File: src/rtl/mac_arbiter.sv
// Round-robin burst arbiter: grants one vector FIFO for BURST_LEN beats and
// forwards each popped vector through a single tagged output register.
module mac_arbiter #(
  parameter int WORD_L    = 8,
  parameter int PORT_L    = 8,
  parameter int NUM_REQ   = 4,
  parameter int BURST_LEN = 4,
  parameter int ID_L      = ($clog2(NUM_REQ) > 1) ? $clog2(NUM_REQ) : 1
) (
  input  logic                                     clk,
  input  logic                                     rst,
  input  logic [NUM_REQ-1:0][PORT_L-1:0][WORD_L-1:0] req_data,
  input  logic [NUM_REQ-1:0]                       req_vld,
  output logic [NUM_REQ-1:0]                       req_rdy,
  output logic [PORT_L-1:0][WORD_L-1:0]            out_data,
  output logic                                     out_vld,
  output logic [ID_L-1:0]                          out_id,
  output logic                                     out_last,
  input  logic                                     mac_rdy
);
  localparam int CNT_W = (BURST_LEN > 1) ? $clog2(BURST_LEN) : 1;

  typedef enum logic {IDLE, BURST} state_t;

  state_t                     state_q, state_d;
  logic [ID_L-1:0]            gnt_q, gnt_d, ptr_q, ptr_d;
  logic [CNT_W-1:0]           cnt_q, cnt_d;
  logic [PORT_L-1:0][WORD_L-1:0] data_q, data_d;
  logic                       vld_q, vld_d, last_q, last_d;
  logic [ID_L-1:0]            id_q, id_d;

  logic                       slot_free, xfer, last_beat, found;
  logic [ID_L-1:0]            pick, idx;

  // First valid requester at or after ptr, scanning cyclically.
  always_comb begin
    found = 1'b0;
    pick  = '0;
    idx   = '0;
    for (int k = 0; k < NUM_REQ; k++) begin
      idx = ID_L'((int'(ptr_q) + k) % NUM_REQ);
      if (!found && req_vld[idx]) begin
        found = 1'b1;
        pick  = idx;
      end
    end
  end

  // req_rdy depends only on state and the output slot, never on req_vld.
  always_comb begin
    slot_free = !vld_q || mac_rdy;
    req_rdy   = '0;
    if (state_q == BURST) req_rdy[gnt_q] = slot_free;
    xfer      = (state_q == BURST) && slot_free && req_vld[gnt_q];
    last_beat = (cnt_q == CNT_W'(BURST_LEN - 1));
  end

  always_comb begin
    state_d = state_q;
    gnt_d   = gnt_q;
    ptr_d   = ptr_q;
    cnt_d   = cnt_q;
    data_d  = data_q;
    vld_d   = vld_q;
    id_d    = id_q;
    last_d  = last_q;
    if (vld_q && mac_rdy) vld_d = 1'b0;
    if (state_q == IDLE) begin
      if (found) begin
        gnt_d   = pick;
        cnt_d   = '0;
        state_d = BURST;
      end
    end else if (xfer) begin
      data_d = req_data[gnt_q];
      id_d   = gnt_q;
      last_d = last_beat;
      vld_d  = 1'b1;
      if (last_beat) begin
        state_d = IDLE;
        ptr_d   = (gnt_q == ID_L'(NUM_REQ - 1)) ? '0 : gnt_q + 1'b1;
      end else begin
        cnt_d = cnt_q + 1'b1;
      end
    end
  end

  always_ff @(posedge clk or negedge rst) begin
    if (!rst) begin
      state_q <= IDLE;
      gnt_q   <= '0;
      ptr_q   <= '0;
      cnt_q   <= '0;
      data_q  <= '0;
      vld_q   <= 1'b0;
      id_q    <= '0;
      last_q  <= 1'b0;
    end else begin
      state_q <= state_d;
      gnt_q   <= gnt_d;
      ptr_q   <= ptr_d;
      cnt_q   <= cnt_d;
      data_q  <= data_d;
      vld_q   <= vld_d;
      id_q    <= id_d;
      last_q  <= last_d;
    end
  end

  assign out_data = data_q;
  assign out_vld  = vld_q;
  assign out_id   = id_q;
  assign out_last = last_q;

endmodule

File: config.mk
export PLATFORM = sky130hd
export DESIGN_NAME = mac_arbiter
export DESIGN_NICKNAME = d
export VERILOG_FILES = /design/src/rtl/mac_arbiter.sv
export SDC_FILE = /design/constraint.sdc
export NUM_CORES = 1
export LEC_CHECK = 0
export BUFFER_PORTS_ARGS = -buffer_cell sky130_fd_sc_hd__buf_2
export CORE_AREA = 5 5 128 130
export CTS_BUF_LIST = sky130_fd_sc_hd__clkbuf_16
export CTS_CLUSTER_DIAMETER = 150
export DETAILED_ROUTE_END_ITERATION = 8
export DIE_AREA = 0 0 133 135
export PLACE_DENSITY = 0.72
export SYNTH_ARGS = -nofsm -noshare
export SYNTH_HDL_FRONTEND = slang
export SYNTH_SLANG_ARGS = --single-unit
export TNS_END_PERCENT = 1
File: constraint.sdc
create_clock -name clk -period 2.4 [get_ports clk]
set_clock_uncertainty 0.2 [all_clocks]
set_input_delay 0.12 -clock clk [delete_from_list [all_inputs] [get_ports clk]]
set_output_delay 0.12 -clock clk [all_outputs]
set_load 0.005 [all_outputs]
==> results by group, run 1 <==
Synthesis
  • Synth Area in Adders: 1.38%
  • Sequential-to-total area share from yosys stat: between 40% and 50%
  • Syn avg cell area: between 15 and 20 um2
  • Combinational family with the most area after synthesis: multiplexers
  • Top cell type's share of synthesized area: 41.4%
  • Post-synthesis cell count: 277
  • Synth Area in Simple Gates: approximately 2.4%
  • Syn_nets: ~550
  • Area share of xor/xnor cells in the synthesized design: 0%
  • Netlist Area Pre-Place: 4530 um2
  • Yosys top cell by area: dfrtp_1
  • Register bit total from synthesis: 75
  • Synth warn: 0
  • Mux cell area share after synthesis: between 40% and 50%
  • Compound-gate portion of the synthesized area: 1.55%
  • Netlist cell types: 30
  • Most area-consuming cells after synthesis: dfrtp_1 41%, mux4_2 32%, mux2_2 17%

Power
  • Total power: 0.00790 W
  • Leak Pwr: 3.27 nW
  • PD cells: 1170 nW/um2
  • Max VDD drop: about 0.00060 V

Global routing
  • Vias in the first global route: around 4,600
  • Most Crowded Layer GR: met2
  • First-pass GRT wire length: 23.0 mm
  • GR Overflow Total: 0
  • Initial antenna violation count: 1
  • Gr usage total: between 10% and 20%
  • Largest net degree at the start of global routing: slightly above 70
  • Grt met3 use: 6.22%
  • Global-route track usage on met1: 17.6%
  • GRT met2 Usage: 29.5%

STA
  • Tmin final: about 2.2 ns
  • Max_slew headroom: 63.2%
  • Final worst slack: between 0.15 and 0.2 ns
  • Unrepaired setup endpoints after global routing: no
  • Slew Viols, Final: 0
  • Final period util: 92.3%
  • Hold Vio Cnt, Final: 0
  • Setup_tns: 0 ns
  • Endpoints failing setup: 0
  • Fmax achieved: roughly 0.45 GHz
  • Worst Tran Pin Value: 0.552 ns

Clock tree
  • Clock buffer depth: 2
  • H-Tree Depth: 3
  • CTS root buf: clkbuf_16
  • Reg clk slew, reported paths: 0.06 ns
  • Setup bufs post-CTS: 0
  • CTS buffer count: 9
  • TritonCTS clock tree: done
  • Worst skew pair latency: 0.34 ns
  • CTS sink cnt: 75

Finish
  • Area growth, synth to finish: 48.8%
  • Fillers: 1,428
  • Share of layout cells above drive strength 1: 79.2%
  • Most frequent cells in the layout: 333 x buf_2, 73 x dfrtp_1, 67 x mux2_2
  • Finished Cell Area: 6750 um2
  • Commonest non-fill, non-tap cell in the layout: buf_2
  • Nets: 878

Route
  • TritonRoute pass-1 iters: 4
  • Via count: 3,959
  • Post-DRT Antenna Nets: 0
  • Detailed-route DRC error count: 0
  • DR iter-0 viols: 116
  • Post-Route WL: ~15 mm
  • Vias/cell: 4.92
  • Wire length per cell: 18.3 um

Setup path
  • Critical Path AT: ~1.9 ns
  • Slowest CP cell: dfrtp_4
  • Worst EP required: 2.08 ns
  • Reg-to-reg startpoint: gnt_q[0]
  • Largest stage delay, worst path: 0.43 ns
  • Nature of the critical path endpoint: output port
  • Worst-path fanout max: 70
  • Worst r2r dst: out_data[52]
  • Reg2reg setup slack: 0.30 ns
  • Worst Setup EP: req_rdy[2]
  • Crit Path Category: flop to output port
  • Crit path launch: gnt_q[0]
  • Reg2reg path depth: 4
  • Crit-path cells: buf_12, inv_1, ha_1, and3_1, buf_2
  • Setup crit start kind: flop

Die
  • Row count: between 40 and 50
  • Die W: 133 um
  • Core area: 15,000 um2
  • IO Count: roughly 340
  • DIE AREA: between 15,000 and 20,000 um2
  • Starting Density: 30.2%
  • Die height: roughly 140 um

Placed design
  • Post-DP HPWL: 11.7 mm
  • GP Congestion: 0.800
  • Placed Instance Area: between 6000 and 7000 um2
  • Place WS: 0.284 ns
  • Port Buffer Count: between 300 and 400

Worst hold path
  • Hold_sp: req_data[39]
  • Worst hold path stage count: 3
  • Worst min path class: primary input to flop

Job
  • Max-Cap Viols: 0

Outcome
  • Status: finished, final reports clean
worst min-delay path by stage:
stage                    to  slack (ns)
6_report       out_data[39]        0.02
5_1_grt        out_data[45]        0.02
4_1_cts         out_data[7]       0.009
3_5_place_dp    out_data[8]       -0.07
3_3_place_gp    out_data[8]       -0.07
2_1_floorplan      cnt_q[0]       -0.38
metal layers:
| layer | up-vias | share of wire [%] |
|---|---|---|
| met5 | - | 0 |
| met4 | 0 | 2.3 |
| met1 | 1942 | 36 |
| li1 | 1780 | - |
| met3 | 20 | 9.8 |
| met2 | 217 | 52 |
registers in the layout (all words and copies together), names as in the netlist:
register,count
cnt_q,2
gnt_q,2
out_data,64
out_id,2
out_last,1
out_vld,1
ptr_q,2
state_q,1
stage by stage:
stage | hold slack [ns] | std cells | utilization [%]
global placement | -0.0689 | 780 | 42.7
finish | 0.0222 | 804 | 44.9
detailed placement | -0.0691 | 780 | 42.7
CTS | 0.00925 | 803 | 44.9
floorplan | -0.376 | 277 | -
global route | 0.0191 | 804 | 44.9
power by group:
part           switching, W  internal [W]
Clock              0.000514      0.000677
Sequential         0.000340       0.00195
Combinational       0.00179       0.00262
worst max-delay path, delay by kind of cell (launching register included):
family	cells	cell delay [ns]
and+or+nand+nor	1	0.15
buffers and inverters	3	0.71
DFF	1	0.43
adders and majority gates	1	0.23
logic make-up after synthesis:
family,Yosys count
buffers and inverters,31
muxes,135
DFF,75
adders and majority gates,5
and+or+nand+nor,20
AOI/OAI and AO/OA,11
cell type report:
type	instances	area [um2]	area share [%]
multi-input combinational	171	2500	37.1
sequential	75	1880	27.9
timing repair buffer	346	1840	27.3
tap	188	235	3.49
clock buffer	9	225	3.34
clock inverter	7	28.8	0.427
inverter	7	26.3	0.390
antenna	1	2.50	0.0371
repair_timing:
| action | in CTS | in global routing |
|---|---|---|
| hold buffers | 7 | 0 |
| setup endpoints to repair | 0 | 0 |
| gates resized for setup | 0 | 0 |
| endpoints found under the hold margin | 78 | 0 |
synthesized netlist by cell type:
| cell | n |
|---|---|
| mux2_4 | 1 |
| o32ai_1 | 1 |
| and3_1 | 4 |
| buf_2 | 7 |
| buf_6 | 1 |
| mux2_2 | 67 |
| nand2_1 | 6 |
| mux4_2 | 65 |
| nor2_2 | 1 |
| nand3_1 | 1 |
| and2_1 | 1 |
| nand4_1 | 1 |
| buf_4 | 8 |
| o31ai_1 | 1 |
| a21oi_1 | 2 |
| nand3_2 | 1 |
| a222oi_1 | 1 |
| inv_1 | 7 |
| ha_1 | 5 |
| nor2b_1 | 1 |
| o22ai_1 | 1 |
| a21boi_0 | 1 |
| clkbuf_1 | 7 |
| mux2i_1 | 2 |
| nor2_1 | 2 |
| nand2b_1 | 1 |
| buf_1 | 1 |
| nor4_1 | 1 |
| dfrtp_1 | 75 |
| o21ai_0 | 4 |
Note: power is estimated with default switching activity, not from simulation.
==> run 2: changes to the inputs <==
--- a/config.mk
+++ b/config.mk
@@ -6,4 +6,5 @@
 export NUM_CORES = 1
 export LEC_CHECK = 0
+export ABC_CLOCK_PERIOD_IN_PS = 2500
 export BUFFER_PORTS_ARGS = -buffer_cell sky130_fd_sc_hd__buf_2
 export CORE_AREA = 5 5 128 130
==> constraint.sdc (replaced) <==
create_clock -name clk -period 2.5 [get_ports clk]
set_clock_uncertainty 0.2 [all_clocks]
set_input_delay 0.125 -clock clk [delete_from_list [all_inputs] [get_ports clk]]
set_output_delay 0.125 -clock clk [all_outputs]
set_load 0.01 [all_outputs]
==> run 2 against run 1 <==
Die area is the same. Global-route usage up 0.26 points. Via count up 1.4%. Design area hardly changed. First-iteration DRC count fell by 12%. Largest power group unchanged.
==> results by group, run 2 (synthesis gave the netlist of run 1 again) <==
STA
  • Setup_tns: 0 ns (unchanged)
  • Hold Vio Cnt, Final: 0 (unchanged)
  • Final period util: a little over nine tenths
  • Max_slew headroom: 45.2% (-18 points)
  • Slew Viols, Final: 0 (unchanged)
  • Fmax achieved: 0.409 GHz
  • Worst Tran Pin Value: 0.823 ns (+0.271 ns)
  • Endpoints failing setup: 0 (unchanged)
  • Tmin final: 2.44 ns
  • Unrepaired setup endpoints after global routing: no

Clock tree
  • Reg clk slew, reported paths: 0.06 ns (about the same)
  • CTS buffer count: 9 (unchanged)
  • TritonCTS clock tree: done
  • Clock buffer depth: 2 (unchanged)
  • CTS root buf: clkbuf_16
  • Hold_buf cts: 6 (-1)
  • Setup bufs post-CTS: 0 (unchanged)
  • Worst skew pair latency: 0.33 ns (about the same)
  • Post-CTS sizing: 0 (unchanged)
  • CTS sink cnt: 75 (unchanged)
  • H-Tree Depth: 3 (unchanged)

Setup path
  • Critical Path AT: 2.51 ns (+0.61 ns)
  • Reg2reg setup slack: 0.06 ns (-0.24 ns)
  • Crit Path Category: flop to flop
  • Worst EP required: 2.56 ns (+0.48 ns)
  • Crit-path cells: and2_1, o21ai_0, a21oi_1, dlygate4sd3_1, o32ai_1, dlygate4sd3_1
  • Top cell by count, worst path: dlygate4sd3_1
  • Nature of the critical path endpoint: flop
  • Setup crit start kind: flop
  • Slowest CP cell: dlygate4sd3_1
  • Largest stage delay, worst path: 0.59 ns (+0.16 ns)
  • Worst-path fanout max: 5 (-93%)

Finish
  • N_diodes: 0 (-1)
  • Nets: 880 (+0.23%)
  • Most frequent cells in the layout: 333 x buf_2, 73 x dfrtp_1, 67 x mux2_2
  • Fillers: 1,424 (-0.28%)
  • Share of layout cells above drive strength 1: 79.5% (+0.36 points)
  • Area growth, synth to finish: 48.7% (about the same)
  • Finished Cell Area: 6740 um2 (about the same)
  • Largest register FFs: 64 (unchanged)
  • Commonest non-fill, non-tap cell in the layout: buf_2
  • Non-filler instance count after layout: 804 (unchanged)

Outcome
  • Status: finished, final reports clean

Global routing
  • GR Overflow Total: 0 (unchanged)
  • Initial antenna violation count: 1 (unchanged)
  • First-pass GRT wire length: 23.4 mm (+1.6%)
  • Largest net degree at the start of global routing: 71 (unchanged)
  • Vias in the first global route: 4,524 (-0.94%)
  • Gr usage total: 16.7% (+0.26 points)

Placed design
  • Post-DP HPWL: 12.2 mm (+3.9%)
  • GP Congestion: 0.770 (-3.8%)
  • Dpl cells: 783 (+0.38%)
  • Port Buffer Count: 334 (unchanged)
  • Placed Instance Area: 6430 um2 (+0.16%)

Route
  • Post-DRT Antenna Nets: 0 (unchanged)
  • Detailed-route DRC error count: 0 (unchanged)
  • Wire length per cell: 18.8 um (+2.7%)
  • Via count: 4,015 (+1.4%)
  • TritonRoute pass-1 iters: 4 (unchanged)
  • DR iter-0 viols: 102 (-12%)
  • Vias/cell: 4.99 (+1.4%)
  • Post-Route WL: 15.1 mm (+2.7%)

Power
  • Internal power: 0.00508 W (-3.3%)
  • Comb power frac: 57.6% (+1.7 points)
  • Leak Pwr: 3.26 nW (-0.17%)
  • Max VDD drop: 0.000765 V (+27%)
  • PD cells: 1160 nW/um2 (-0.81%)
  • Net switching power: 0.00275 W (+3.9%)
  • Sw frac: 35.1% (+1.6 points)
  • Clock power frac: 14.3% (-0.8 points)
  • Sequential share of power: 28.1% (-0.9 points)

Die
  • Row count: 45 (unchanged)
  • Die W: 133 um (unchanged)
  • IO Count: 335 (unchanged)
  • Core area: 15,000 um2 (unchanged)
  • Die height: 135 um (unchanged)
  • Starting Density: 30.2% (unchanged)
  • DIE AREA: 18,000 um2 (unchanged)

Worst hold path
  • Worst min path class: primary input to flop

Job
  • Max-Cap Viols: 0 (unchanged)
==> run 2: cell types whose count changed in the layout (fill, tap and decap cells not counted), sizes merged <==
cell	before	now
dlygate4sd3	7	6
inv	10	8
diode	1	0
buf	339	342
clkinv	4	5
==> run 2: power by group through the flow <==
stage               Sequential, W  Combinational (W)  Clock [W]
floorplan                 0.00245            0.00293          0
global placement          0.00220            0.00449          0
detailed placement        0.00223            0.00460          0
CTS                       0.00221            0.00462    0.00116
global route              0.00230            0.00491    0.00122
finish                    0.00220            0.00451    0.00112
==> run 2: area by class of cell <==
| class | count | area (um2) | area share (%) |
|---|---|---|---|
| clock buffer | 9 | 225 | 3.34 |
| clock inverter | 6 | 25.0 | 0.371 |
| inverter | 7 | 26.3 | 0.390 |
| multi-input combinational | 171 | 2500 | 37.1 |
| sequential | 75 | 1880 | 27.9 |
| tap | 188 | 235 | 3.49 |
| timing repair buffer | 348 | 1840 | 27.4 |
==> run 2: metal layers <==
metal | track usage [%] | part of all wire, % | vias up | wire length [um]
met5 | 0 | 0.086 | - | 13
met4 | 5.60 | 2.1 | 2 | 316
met3 | 6.18 | 8.9 | 21 | 1340
met2 | 30.5 | 53 | 212 | 7970
met1 | 17.7 | 36 | 2002 | 5450
li1 | - | - | 1778 | -
==> run 2: worst paths after layout <==
kind | start | end | cells past startpoint
worst min register to register | out_last | out_last | 2
worst min-delay path | req_vld[1] | state_q | 3
worst max-delay path | ptr_q[1] | gnt_q[1] | 6
max in group asynchronous | rst | out_data[36] | 3
min in group asynchronous | rst | out_data[21] | 2
worst max register to register | ptr_q[1] | gnt_q[1] | 6
==> run 2: metrics by stage <==
| step | total power (W) | setup slack, ns | hold slack [ns] | util, % |
|---|---|---|---|---|
| 2_1_floorplan | 0.00537 | 0.439 | -0.371 | - |
| 3_3_place_gp | 0.00669 | 0.357 | 0.0617 | 42.8 |
| 3_5_place_dp | 0.00683 | 0.341 | 0.0761 | 42.8 |
| 4_1_cts | 0.00799 | 0.0593 | 0.00195 | 44.8 |
| 5_1_grt | 0.00842 | 0.00563 | 0.0283 | 44.8 |
| 6_report | 0.00783 | 0.0568 | 0.0160 | 44.8 |
==> run 2: critical path, delay by kind of cell (launching register included) <==
| family | cells | cell delay [ns] |
|---|---|---|
| and+or+nand+nor | 1 | 0.18 |
| buffers and inverters | 2 | 1.14 |
| DFF | 1 | 0.43 |
| AOI/OAI and AO/OA | 3 | 0.44 |
